===== src/rtl/sseg_scan_controller.sv =====
// Purpose : 4-digit seven-segment scanner with per-slot blanking gap, hex decode,
//           decimal points, optional leading-zero suppression and tear-free update.
// Latency : an/sseg/frame_tick are registered and change on the same edge as the
//           scan state. An accepted update is shown from digit 0 of the next frame.
// Backpressure: upd_ready drops for the cycle after an accept. It returns once the
//           pending update has been committed at the following frame boundary.
// Ports   : clk, reset (sync, active-high); hex_in/dp_in/en_in + upd_valid/upd_ready
//           update handshake; an (active-low anodes), sseg (active-low {dp,g..a}),
//           frame_tick (1-cycle pulse at the start of each frame).
module sseg_scan_controller #(
    parameter int DIGIT_CYCLES = 262144,
    parameter int BLANK_CYCLES = 1024,
    parameter int LZ_BLANK     = 1
) (
    input  logic        clk,
    input  logic        reset,
    input  logic [15:0] hex_in,
    input  logic [3:0]  dp_in,
    input  logic [3:0]  en_in,
    input  logic        upd_valid,
    output logic        upd_ready,
    output logic [3:0]  an,
    output logic [7:0]  sseg,
    output logic        frame_tick
);

    localparam int CW = $clog2(DIGIT_CYCLES);

    typedef enum logic {ST_BLANK, ST_SHOW} state_t;

    state_t        state_q, state_d;
    logic [CW-1:0] cnt_q, cnt_d;
    logic [1:0]    idx_q, idx_d;

    logic [15:0]   hex_act_q, hex_pend_q;
    logic [3:0]    dp_act_q, dp_pend_q;
    logic [3:0]    en_act_q, en_pend_q;
    logic          pend_vld_q, pend_vld_d;

    logic [3:0]    an_q, an_d;
    logic [7:0]    sseg_q, sseg_d;
    logic          frame_tick_q, frame_tick_d;

    logic          slot_last;
    logic          boundary;
    logic          capture;
    logic [3:0]    vis;
    logic [3:1]    hi_zero;
    logic [3:0]    digit_nib;

    function automatic logic [6:0] seg7(input logic [3:0] n);
        case (n)
            4'h0: seg7 = 7'h40;  4'h1: seg7 = 7'h79;
            4'h2: seg7 = 7'h24;  4'h3: seg7 = 7'h30;
            4'h4: seg7 = 7'h19;  4'h5: seg7 = 7'h12;
            4'h6: seg7 = 7'h02;  4'h7: seg7 = 7'h78;
            4'h8: seg7 = 7'h00;  4'h9: seg7 = 7'h10;
            4'hA: seg7 = 7'h08;  4'hB: seg7 = 7'h03;
            4'hC: seg7 = 7'h46;  4'hD: seg7 = 7'h21;
            4'hE: seg7 = 7'h06;  default: seg7 = 7'h0E;
        endcase
    endfunction

    // hi_zero[i]: digit i and everything to its left carry neither a non-zero
    // nibble nor a lit decimal point, i.e. digit i is a leading zero.
    assign hi_zero[3] = (hex_act_q[15:12] == 4'h0) && !dp_act_q[3];
    assign hi_zero[2] = hi_zero[3] && (hex_act_q[11:8] == 4'h0) && !dp_act_q[2];
    assign hi_zero[1] = hi_zero[2] && (hex_act_q[7:4]  == 4'h0) && !dp_act_q[1];

    assign vis[0] = en_act_q[0];
    assign vis[1] = en_act_q[1] && !((LZ_BLANK != 0) && hi_zero[1]);
    assign vis[2] = en_act_q[2] && !((LZ_BLANK != 0) && hi_zero[2]);
    assign vis[3] = en_act_q[3] && !((LZ_BLANK != 0) && hi_zero[3]);

    assign slot_last = (cnt_q == CW'(DIGIT_CYCLES - 1));
    assign boundary  = (state_q == ST_SHOW) && slot_last && (idx_q == 2'd3);
    assign capture   = upd_valid && !pend_vld_q;
    assign digit_nib = hex_act_q[{idx_d, 2'b00} +: 4];

    // Next-state and registered-output logic. Outputs are computed from the
    // next state so pins switch on the same edge as the scan state.
    always_comb begin
        state_d      = state_q;
        idx_d        = idx_q;
        cnt_d        = slot_last ? '0 : cnt_q + CW'(1);
        an_d         = 4'hF;
        sseg_d       = 8'hFF;
        frame_tick_d = boundary;
        pend_vld_d   = pend_vld_q;

        case (state_q)
            ST_BLANK: if (cnt_q == CW'(BLANK_CYCLES - 1)) state_d = ST_SHOW;
            ST_SHOW: begin
                if (slot_last) begin
                    state_d = ST_BLANK;
                    idx_d   = idx_q + 2'd1;
                end
            end
            default: state_d = ST_BLANK;
        endcase

        // active regs only change at a boundary, where the next state is
        // BLANK, so reading the current active regs here is safe
        if (state_d == ST_SHOW && vis[idx_d]) begin
            an_d[idx_d] = 1'b0;
            sseg_d      = {~dp_act_q[idx_d], seg7(digit_nib)};
        end

        if (boundary && pend_vld_q) pend_vld_d = 1'b0;
        else if (capture)           pend_vld_d = 1'b1;
    end

    always_ff @(posedge clk) begin
        if (reset) begin
            state_q      <= ST_BLANK;
            cnt_q        <= '0;
            idx_q        <= 2'd0;
            an_q         <= 4'hF;
            sseg_q       <= 8'hFF;
            frame_tick_q <= 1'b0;
            pend_vld_q   <= 1'b0;
            hex_pend_q   <= 16'h0;
            dp_pend_q    <= 4'h0;
            en_pend_q    <= 4'h0;
            hex_act_q    <= 16'h0;
            dp_act_q     <= 4'h0;
            en_act_q     <= 4'h0;
        end else begin
            state_q      <= state_d;
            cnt_q        <= cnt_d;
            idx_q        <= idx_d;
            an_q         <= an_d;
            sseg_q       <= sseg_d;
            frame_tick_q <= frame_tick_d;
            pend_vld_q   <= pend_vld_d;
            // capture can only happen while nothing is pending, so it never
            // collides with the commit below
            if (capture) begin
                hex_pend_q <= hex_in;
                dp_pend_q  <= dp_in;
                en_pend_q  <= en_in;
            end
            if (boundary && pend_vld_q) begin
                hex_act_q <= hex_pend_q;
                dp_act_q  <= dp_pend_q;
                en_act_q  <= en_pend_q;
            end
        end
    end

    assign upd_ready  = !pend_vld_q;
    assign an         = an_q;
    assign sseg       = sseg_q;
    assign frame_tick = frame_tick_q;

endmodule


===== config.mk =====
export PLATFORM = sky130hd
export DESIGN_NAME = sseg_scan_controller
export DESIGN_NICKNAME = d
export VERILOG_FILES = /design/src/rtl/sseg_scan_controller.sv
export SDC_FILE = /design/constraint.sdc
export NUM_CORES = 1
export LEC_CHECK = 0
export ABC_AREA = 1
export BUFFER_PORTS_ARGS = -buffer_cell sky130_fd_sc_hd__buf_2
export CORE_MARGIN = 1.5
export CORE_UTILIZATION = 40
export CTS_BUF_LIST = sky130_fd_sc_hd__clkbuf_4
export CTS_CLUSTER_DIAMETER = 120
export CTS_CLUSTER_SIZE = 24
export DETAILED_ROUTE_END_ITERATION = 8
export PLACE_DENSITY = 0.6
export SLEW_MARGIN = 20
export SYNTH_ARGS = -nofsm -noshare
export SYNTH_HDL_FRONTEND = slang
export SYNTH_SLANG_ARGS = --single-unit

===== constraint.sdc =====
create_clock -name clk -period 2.4 [get_ports clk]
set_input_delay 0.48 -clock clk [delete_from_list [all_inputs] [get_ports clk]]
set_output_delay 0.48 -clock clk [all_outputs]
set_load 0.01 [all_outputs]

==> impl_metrics.env <==
export IMPL_rows=35
export IMPL_drive_above_1_share_pct=30.7
export IMPL_syn_inst=497
export IMPL_path_cells="ha_4, nand2_4, nor2_4, nand2_4, nor2_8, nand3_4, nand2_4, nand2_8, nand2_2, nand2_2, nand2_2, nand2_4, inv_6, ha_4, nand3_2, nor2_1, nor2_1, nand2_1"
export IMPL_ir_drop_uv=277
export IMPL_grt_ovfl_total=0
export IMPL_p_int_uw=1690
export IMPL_cts_tree="yes"
export IMPL_worstPathMaxFanout=7
export IMPL_syn_area_um2=3740
export IMPL_maxSlewViolCount=0
export IMPL_r2r_end="sseg[1]$_SDFF_PP1_"
export IMPL_path_class="reg -> reg"
export IMPL_leakagePower_uw=0.00198
export IMPL_cts_max_level=3
export IMPL_rsz0062_at_grt="true"
export IMPL_remaining_drc_errors=0
export IMPL_worstHoldPathCells=3
export IMPL_synth_top_area_share_pct=44.4
export IMPL_clkSinkCount=83
export IMPL_design_core_area_um2=9150
export IMPL_fin_crit_ns=2.40
export IMPL_cts_root_buf="clkbuf_4"
export IMPL_whs_ns=0.282
export IMPL_hold_viol_final=0
export IMPL_p_clk_share_pct=31.5
export IMPL_setup_ws_ns=-0.000465
export IMPL_synth_top_area_cell="dfxtp_1"
export IMPL_hp_start="hex_in[12]"
export IMPL_fin_nets=600
export IMPL_ys_seq_area_share_pct=44.4
export IMPL_drt_first_pass_iters=4
export IMPL_synth_fp_nets=532
export IMPL_grt_max_degree=49
export IMPL_syn2layout_area_growth_pct=25.0
export IMPL_design_area_um2=4680
export IMPL_reg2reg_depth=18
export IMPL_final_cells=681
export IMPL_cts_made_buffers=9
export IMPL_r2r_start="cnt_q[0]$_SDFF_PP0_"
export IMPL_cpPeakStageDelay_ns=0.39
export IMPL_slew_headroom_pct=53.0
export IMPL_drv_cap=0
export IMPL_wl_um=8640
export IMPL_insertion_delay_ns=0.44
export IMPL_ant_nets=0
export IMPL_path_clk_slew_ns=0.14
export IMPL_synthTopCellsByArea="dfxtp_1 44%, nor2_1 12%, nand2_1 7.2%"
export IMPL_status="finished with violations"
export IMPL_grt_use_total_pct=17.0
export IMPL_start_util_pct=40.9
export IMPL_violations="negative setup slack"
export IMPL_clock_path_buffers=2
export IMPL_initialDrtViolationCount=115
export IMPL_crit_top_cell="nand2_4"
export IMPL_syn_area_per_cell_um2=7.53
export IMPL_die_y_um=99.8
export IMPL_r2r_setup_slack_ns=-0.0005
export IMPL_routabilityCongestion=0.817
export IMPL_p_comb_share_pct=5.3
export IMPL_crit_slowest_cell="dfxtp_2"
export IMPL_hold_end="hex_pend_q[12]$_SDFFE_PP0P_"
export IMPL_fin_crit_sh_pct=100
export IMPL_placedCellCount=642
export IMPL_antenna_found_initial=0
export IMPL_layout_common_cells="113 x nor2_1, 81 x dfxtp_1, 55 x nand2_1"
export IMPL_die_area_um2=9950
export IMPL_setup_viol=1
export IMPL_power_density_nw_per_um2=486
export IMPL_grt_pass1_wl_um=13500
export IMPL_p_seq_share_pct=63.2
export IMPL_viasPerCell=4.93
export IMPL_crit_family="simple AND/OR/NAND/NOR gates"
export IMPL_p_sw_uw=584
export IMPL_dpl_hpwl_um=5630
export IMPL_cp_required_ns=2.74
export IMPL_post_synth_num_cell_types=36
export IMPL_dieWidth_um=99.8
export IMPL_io_buffers=40
export IMPL_grt_pass1_vias=3003
export IMPL_start_kind="register"
export IMPL_worstMarginPinSlew_ns=0.704
export IMPL_antenna_cells=0
export IMPL_hp_class="in -> reg"
export IMPL_synth_seq_cells=83
export IMPL_p_total_uw=2280
export IMPL_crit_buf_inv=1
export IMPL_cp_arrival_ns=2.74
export IMPL_num_vias=3359
export IMPL_final_common_cell="nor2_1"
export IMPL_io_pins=41
export IMPL_dpl_cell_area_um2=4060
export IMPL_netSwitchingFraction_pct=25.6
export IMPL_synth_warnings=0
export IMPL_endpoint_kind="register"
export IMPL_detail_route_wl_per_cell_um=12.7
export IMPL_fin_skew_ns=0.0196
export IMPL_n_fill_cell=913
export IMPL_fmax_mhz=417
[worst reg2reg max path, cell delays in order, from the launching register on]
cell	delay [ns]
dfxtp_2	0.39
ha_4	0.15
nand2_4	0.05
nor2_4	0.15
nand2_4	0.10
nor2_8	0.19
nand3_4	0.15
nand2_4	0.16
nand2_8	0.09
nand2_2	0.08
nand2_2	0.06
nand2_2	0.08
nand2_4	0.09
inv_6	0.09
ha_4	0.20
nand3_2	0.08
nor2_1	0.05
nor2_1	0.10
nand2_1	0.05
[power by group through the flow]
stage          Clock (µW)  Combinational [µW]  Sequential (µW)
2_1_floorplan           0                79.4             1460
3_3_place_gp            0                 118             1470
3_5_place_dp            0                 120             1470
4_1_cts               746                 120             1440
5_1_grt               814                 144             1450
6_report              716                 122             1440
[cell usage after synthesis, drive strengths merged]
cell type and count:
a211oi 1, o21ai 54, ha 8, xor2 5, buf 6, inv 30
nor3 7, nand3 39, nor4 3, nor2 124, nand3b 2, nand4 7
o211ai 1, or2 4, a21oi 14, nor3b 2, dfxtp 83, clkbuf 12
a31oi 1, o21a 1, nand2 90, xnor2 3
[metal layers]
layer / wire length, µm / global-route usage (%) / share of wire, % / up-vias
li1: - / - / - / 1748
met1: 4130 / 22.6 / 48 / 1534
met2: 4020 / 27.0 / 47 / 64
met3: 322 / 3.16 / 3.7 / 13
met4: 161 / 7.15 / 1.9 / 0
met5: 0 / 0 / 0 / -
[what timing repair did]
| action | CTS | global route |
|---|---|---|
| hold endpoints to repair | 0 | 0 |
| pin swaps | 1 | 27 |
| hold buffers | 0 | 0 |
| buffers inserted | 1 | 21 |
| cloned | 1 | 0 |
| setup endpoints to repair | 9 | 27 |
| gates resized for setup | 6 | 72 |
[registers in the layout (all words and copies together), names as in the netlist, 4 cells and up]
| register | cells |
|---|---|
| cnt_q | 18 |
| dp_act_q | 4 |
| dp_pend_q | 4 |
| sseg | 8 |
| hex_act_q | 16 |
| en_act_q | 4 |
| hex_pend_q | 16 |
| en_pend_q | 4 |
| an | 4 |
[per-stage QoR]
step                setup slack (ns)  setup TNS [ns]  utilization, %
floorplan                     0.0485               0               -
global placement              0.0473               0            44.4
detailed placement           -0.0490         -0.0797            44.4
CTS                           0.0228               0            46.0
global route                  -0.115          -0.640            51.2
finish                     -0.000465       -0.000465            51.2
[cells by family (layout without fill, tap and decap cells)]
family | Yosys count | in the layout | synth area share, %
buffers and inverters | 48 | 121 | 5.95
AOI/OAI and AO/OA | 72 | 72 | 9.99
and+or+nand+nor | 278 | 278 | 35.1
DFF | 83 | 83 | 44.4
xor gates and xnor gates | 8 | 8 | 1.87
adders and majority gates | 8 | 8 | 2.67
[how the worst max path moves through the flow]
stage / from / end / slack, ns / cells after the start
floorplan: cnt_q[0]$_SDFF_PP0_ / sseg[1]$_SDFF_PP1_ / 0.05 / 18
global placement: cnt_q[0]$_SDFF_PP0_ / sseg[1]$_SDFF_PP1_ / 0.05 / 17
detailed placement: cnt_q[0]$_SDFF_PP0_ / sseg[1]$_SDFF_PP1_ / -0.05 / 17
CTS: cnt_q[0]$_SDFF_PP0_ / sseg[5]$_SDFF_PP1_ / 0.02 / 17
global route: cnt_q[0]$_SDFF_PP0_ / sseg[1]$_SDFF_PP1_ / -0.11 / 18
finish: cnt_q[0]$_SDFF_PP0_ / sseg[1]$_SDFF_PP1_ / -0.0005 / 18
[final cells by class]
cell class	instances	area, µm²	area share, %
Tap cell	111	139	2.97
Clock buffer	10	75.1	1.60
Inverter	30	124	2.65
Clock inverter	6	41.3	0.882
Timing Repair Buffer	74	470	10.0
Sequential cell	83	1660	35.5
Timing Repair inverter	1	7.51	0.160
Multi-Input combinational cell	366	2160	46.2
No activity file was read; power rests on OpenSTA's default activity.
